==> config.mk <==
export PLATFORM = sky130hd
export DESIGN_NAME = fetch_stage
export DESIGN_NICKNAME = d
export VERILOG_FILES = /design/src/rtl/fetch_stage.sv
export SDC_FILE = /design/constraint.sdc
export NUM_CORES = 1
export LEC_CHECK = 0
export BUFFER_PORTS_ARGS = -buffer_cell sky130_fd_sc_hd__buf_2
export CAP_MARGIN = 20
export CORE_ASPECT_RATIO = 0.6
export CORE_UTILIZATION = 50
export DETAILED_ROUTE_END_ITERATION = 12
export PLACE_DENSITY = 0.8
export SLEW_MARGIN = 20
export SYNTH_ARGS = -nofsm -noshare
export SYNTH_HDL_FRONTEND = slang
export SYNTH_SLANG_ARGS = --single-unit
==> constraint.sdc <==
create_clock -name clk -period 2.45 [get_ports clk]
set_clock_uncertainty 0.05 [all_clocks]
set_input_delay 0.49 -clock clk [delete_from_list [all_inputs] [get_ports clk]]
set_output_delay 0.49 -clock clk [all_outputs]
set_load 0.1 [all_outputs]
==> src/rtl/fetch_stage.sv <==
// Instruction fetch stage: owns the program counter, drives the instruction
// memory address and registers the fetched word into the IF/ID pipeline latch.
module fetch_stage #(
  parameter logic [31:0] RESET_PC  = 32'h0000_0000,
  parameter logic [31:0] NOP_INSTR = 32'h0000_0000
) (
  input  logic        clk,
  input  logic        rst,
  input  logic        stall,
  input  logic        PC_sel,
  input  logic [31:0] branch_target,
  input  logic [31:0] imem_data,
  output logic [31:0] imem_addr,
  output logic [31:0] IF_ID_instr,
  output logic [31:0] IF_ID_pc4,
  output logic        IF_ID_valid,
  output logic [31:0] fetch_count
);

  typedef enum logic [1:0] {
    UPD_HOLD     = 2'd0,
    UPD_REDIRECT = 2'd1,
    UPD_SEQ      = 2'd2
  } upd_e;

  logic [31:0] pc_q;
  logic [31:0] pc_plus4;
  logic [31:0] target_aligned;
  upd_e        upd;

  assign imem_addr      = pc_q;
  // The adder wraps silently at the top of the address space.
  assign pc_plus4       = pc_q + 32'd4;
  assign target_aligned = branch_target & ~32'h0000_0003;

  // NOTE: every combinational output gets a default first so no latch is
  // inferred on any path through the decision logic.
  always_comb begin
    upd = UPD_SEQ;
    if (stall)       upd = UPD_HOLD;
    else if (PC_sel) upd = UPD_REDIRECT;
  end

  // NOTE: sequential state uses non-blocking assignments so every register
  // samples the pre-edge values of its neighbours.
  always_ff @(posedge clk) begin
    if (rst) begin
      pc_q        <= RESET_PC;
      IF_ID_instr <= NOP_INSTR;
      IF_ID_pc4   <= 32'd0;
      IF_ID_valid <= 1'b0;
      fetch_count <= 32'd0;
    end else begin
      case (upd)
        UPD_REDIRECT: begin
          // The word fetched this cycle is on the wrong path; squash it.
          pc_q        <= target_aligned;
          IF_ID_instr <= NOP_INSTR;
          IF_ID_pc4   <= 32'd0;
          IF_ID_valid <= 1'b0;
        end
        UPD_SEQ: begin
          pc_q        <= pc_plus4;
          IF_ID_instr <= imem_data;
          IF_ID_pc4   <= pc_plus4;
          IF_ID_valid <= 1'b1;
          if (fetch_count != 32'hFFFF_FFFF) fetch_count <= fetch_count + 32'd1;
        end
        default: ;
      endcase
    end
  end

endmodule

# After elaboration in Yosys (flattened, before gate mapping)
# Index checks and enable logic that the tools add are counted.
# classes
add_sub_neg	2
n_eq_ne	3
n_mux	6
n_reduce_logical	2
# ops
cell	n
32-bit one-hot mux with 2 select lines	3
32-bit by 1-bit adder with 32-bit output (second input constant)	1
32-bit by 3-bit adder with 32-bit output (second input constant)	1
32-bit != test (second input constant)	1
2-bit 2-to-1 mux	2
2-bit by 1-bit equality test with 1-bit output (second input constant)	1
2-bit equality test (second input constant)	1
1-bit one-hot mux with 2 select lines	1
2-bit AND reduction	1
2-bit nonzero test	1
# word_totals
regBits	129
input_bits	68
output_inout_bits	129
wordCells	18

# Depth between registers and ports, before layout
# logic_depth
ltp_word	4
mapped_depth	7
depth_no_buf	6

# Least setup slack after synthesis
# No wires, ideal clock.
# synth_timing
path_kind	register to register
startpoint	register fetch_count[5]
endpoint	register fetch_count[30]
setup_ps	71
t_arrival_ps	2754
required_ps	2329
setup_slack_ps	-424
stages_incl_launch_ff	8
path_buffers	2
synth_period_minus_slack_ps	2874
path_cell_list	dfxtp_1 nand4_2 or3_1 buf_2 or4b_1 buf_2 or3_1 a21oi_1
# synth_between
elab_chain_len	2
word_cells_on_any_way	3
cone_classes	add/sub: 1; eq/ne: 1; reduce/logical: 1
# synth_rtl
item	line_no	source
start: declaration	17	output logic [31:0] fetch_count
start signal: assignment	67	if (fetch_count != 32'hFFFF_FFFF) fetch_count <= fetch_count + 32'd1;
branches (longest 2 deep; another with 32-bit by 1-bit adder with 32-bit output)	--	
# Parallel ways; which one is timed is not known.
# A chain may end at the register's enable or synchronous reset.

# Final worst setup path
# layout_timing
startpoint	register fetch_count[9]
endpoint	register fetch_count[26]
# Same word-level chain as after synthesis.

==> impl_results.md <==
* Status: completed
* Max Slew Vio Count at 0
* Final period utilization at 94.5%
* WL met1 at 7420 um
* Share of synthesized flip-flops with an asynchronous set or reset at 0%
* CTS Buf Count at 17
* DRC Markers at 0
* Die Y-Extent at 84.5 um
* DPL Wire Length at 12000 um
* Hold_buf cts at 0
* WHS Endpoint: IF_ID_instr[28]
* H-tree depth at 4
* Synth area leaders: dfxtp_1 44%, a22oi_1 6.9%, nor2_1 4.9%
* CTS root buf: clkbuf_16
* Total number of vias at 5995
* Pin count of the biggest net entering global routing at 108
* Antenna Nets Post-Route at 0
* Metal2 WL at 8070 um
* DRT iter0 DRCs at 444
* Die X at 140 um
* Hold_sp: imem_data[28]
* Clock-pin slew on the worst setup and hold paths at 60 ps
* Filler Cell Count at 896
* R2r endpoint: fetch_count[26]
* WL/cell at 17.0 um
* Peak supply drop at 0.577 mV
* Worst Setup End Kind: flip-flop
* GRT Overall Usage at 30.2%
* Hold Slack at 267 ps
* Mapped Area at 5680 um^2
* Count leader, synth: dfxtp_1
* Ports at 197
* Share of cells above drive strength 1 at 35.0%
* CP Launch Point: fetch_count[9]
* R2r setup slk at 140 ps
* Drt first pass iters at 5
* Final Hold Vio Count at 0
* Critical path type: flip-flop to flip-flop
* Syn_area_per_cell at 8.31 um^2
* Core area at 10800 um^2
* Unrepaired setup endpoints after global routing: false
* Cell taking the most area after synthesis: dfxtp_1
* Max Cap Viol at 0
* Cell variety after synth at 52
* Clock Sinks at 125
* Top-area cell type share of the netlist area at 44.1%
* Hold path cells at 3
* Bufs on Longest Clock Path at 2
* Share of the yosys chip area belonging to registers at 44.1%
* R2r worst-path depth at 5
* Layout area overhead at 30.8%
* # setup viols final at 0
* Starting Density at 52.5%
* Met3 WL at 1480 um
* Fmax at 0.432 GHz
* Mapped Cells at 683
* CP Data Arrival Time at 2590 ps
* Final setup TNS at 0 ps
* Reg2reg start: fetch_count[9]
* Vias per inst at 5.90
* Slew headroom at 59.8%
* Worst Tran Pin Value at 603 ps
* Antenna violations before repair at 1
* Minimum clock period at 2310 ps
* Lkg Pwr at 0.00315 uW
* Pwr dens at 725 nW/um^2
* Die area at 11800 um^2
* Setup Buffers After CTS at 0
* Final instance area at 7430 um^2
* Std cell rows at 29
* Final Wtd Congestion at 0.849
* First-pass GRT wire length at 28500 um
* Aggregate global routing overflow at 0
* Top Metal Used: met4
* Nets at 933
* Crit-path max FO at 8
* Final WL at 17300 um
* Commonest cells in the netlist: 125 x dfxtp_1, 74 x nor2_1, 54 x a21oi_1
* DP Area at 6860 um^2
* Number of global-route vias before repair at 5762
* Port bufs at 190
* Hold Path Class: primary input to flip-flop
* Number of flops mapped to enable cells by yosys at 0
* Clk_lat worst skew at 410 ps
* Startpoint types: flip-flop
* Critical path required time at 2730 ps
* FF+latch count, synth at 125
* Cts repair resizes at 0
* CTS tree: yes
* Main synth FF type: dfxtp_1
* Yosys warning count at 0
## final cells by class
type / instances / area (um^2) / share of cell area, %
multi-input cells: 491 / 2910 / 39.2
flip-flops and latches: 125 / 2590 / 34.8
repair buffers: 211 / 1120 / 15.1
clock buffers: 22 / 474 / 6.39
well taps: 139 / 174 / 2.34
clock inverters: 10 / 88.8 / 1.20
inverters: 17 / 63.8 / 0.859
diodes: 1 / 2.50 / 0.0337
## routing by layer
| layer | GRT usage (%) | up-vias |
|---|---|---|
| met1 | 38.5 | 2873 |
| met3 | 8.50 | 25 |
| met5 | 0 | - |
| li1 | - | 2841 |
| met4 | 11.2 | 0 |
| met2 | 49.1 | 256 |
## worst max path at each step
stage | depth (start not counted) | end | slack (ps)
finish | 5 | fetch_count[26] | 140
global route | 5 | fetch_count[26] | 7
CTS | 5 | fetch_count[26] | 160
detailed placement | 6 | fetch_count[26] | 100
global placement | 6 | fetch_count[26] | 210
floorplan | 6 | imem_addr[31] | 4
## through the flow
stage | util [%] | std cells | total power [uW] | setup WS [ps]
after global placement | 63.4 | 983 | 3020 | 208
after global routing | 68.7 | 1016 | 5550 | 7.06
final | 68.7 | 1016 | 5380 | 136
after CTS | 68.7 | 1015 | 5410 | 157
after detailed placement | 63.4 | 983 | 3040 | 97.5
after floorplan | - | 686 | 2850 | 3.90
## critical path, cell delays in order, from the launching register on
cell	delay, ps
dfxtp_4	370
nand4_1	110
or3_1	520
or4b_1	660
or3_1	360
a21oi_1	170
## kinds of logic (layout without fill, tap and decap cells)
group                      after synthesis  count (layout)  synth area share, %
AOI/OAI and AO/OA                      196             196                 21.7
xor gates and xnor gates                30              30                 4.63
adders and majority gates                2               2                0.441
buffers and inverters                   70             260                 4.94
DFF                                    125             125                 44.1
muxes                                    6               6                 1.08
other                                    1               5               0.0661
and+or+nand+nor                        253             253                 23.1
## layout by cell type (no fill, tap or decap), types with 4 or more instances in the layout
master,n
or4_1,10
inv_1,17
dfxtp_1,73
or2_2,6
nand2_1,44
o21ai_0,47
dfxtp_2,44
a31oi_1,6
or3_1,20
a221oi_1,4
xnor2_1,15
o32ai_1,4
dfxtp_4,8
nor2_1,73
clkbuf_16,17
and2_1,6
buf_4,21
o31ai_1,10
mux2i_1,5
xor2_1,15
conb_1,4
a22oi_1,52
nor3_1,7
nor2b_1,6
a21oi_1,54
and3_1,7
clkinvlp_4,5
nand3_1,33
nand4_1,20
and4_1,6
buf_2,189
## report_power, final
part / switching (uW) / internal, uW
Clock: 911 / 1470
Combinational: 670 / 173
Sequential: 67.2 / 2090
## sequential cells by signal, summed over array words and instances, names as in the netlist
signal and flops:
imem_addr 30, IF_ID_valid 1, IF_ID_pc4 30, fetch_count 32, IF_ID_instr 32
Note: power is estimated with default switching activity, not from simulation.
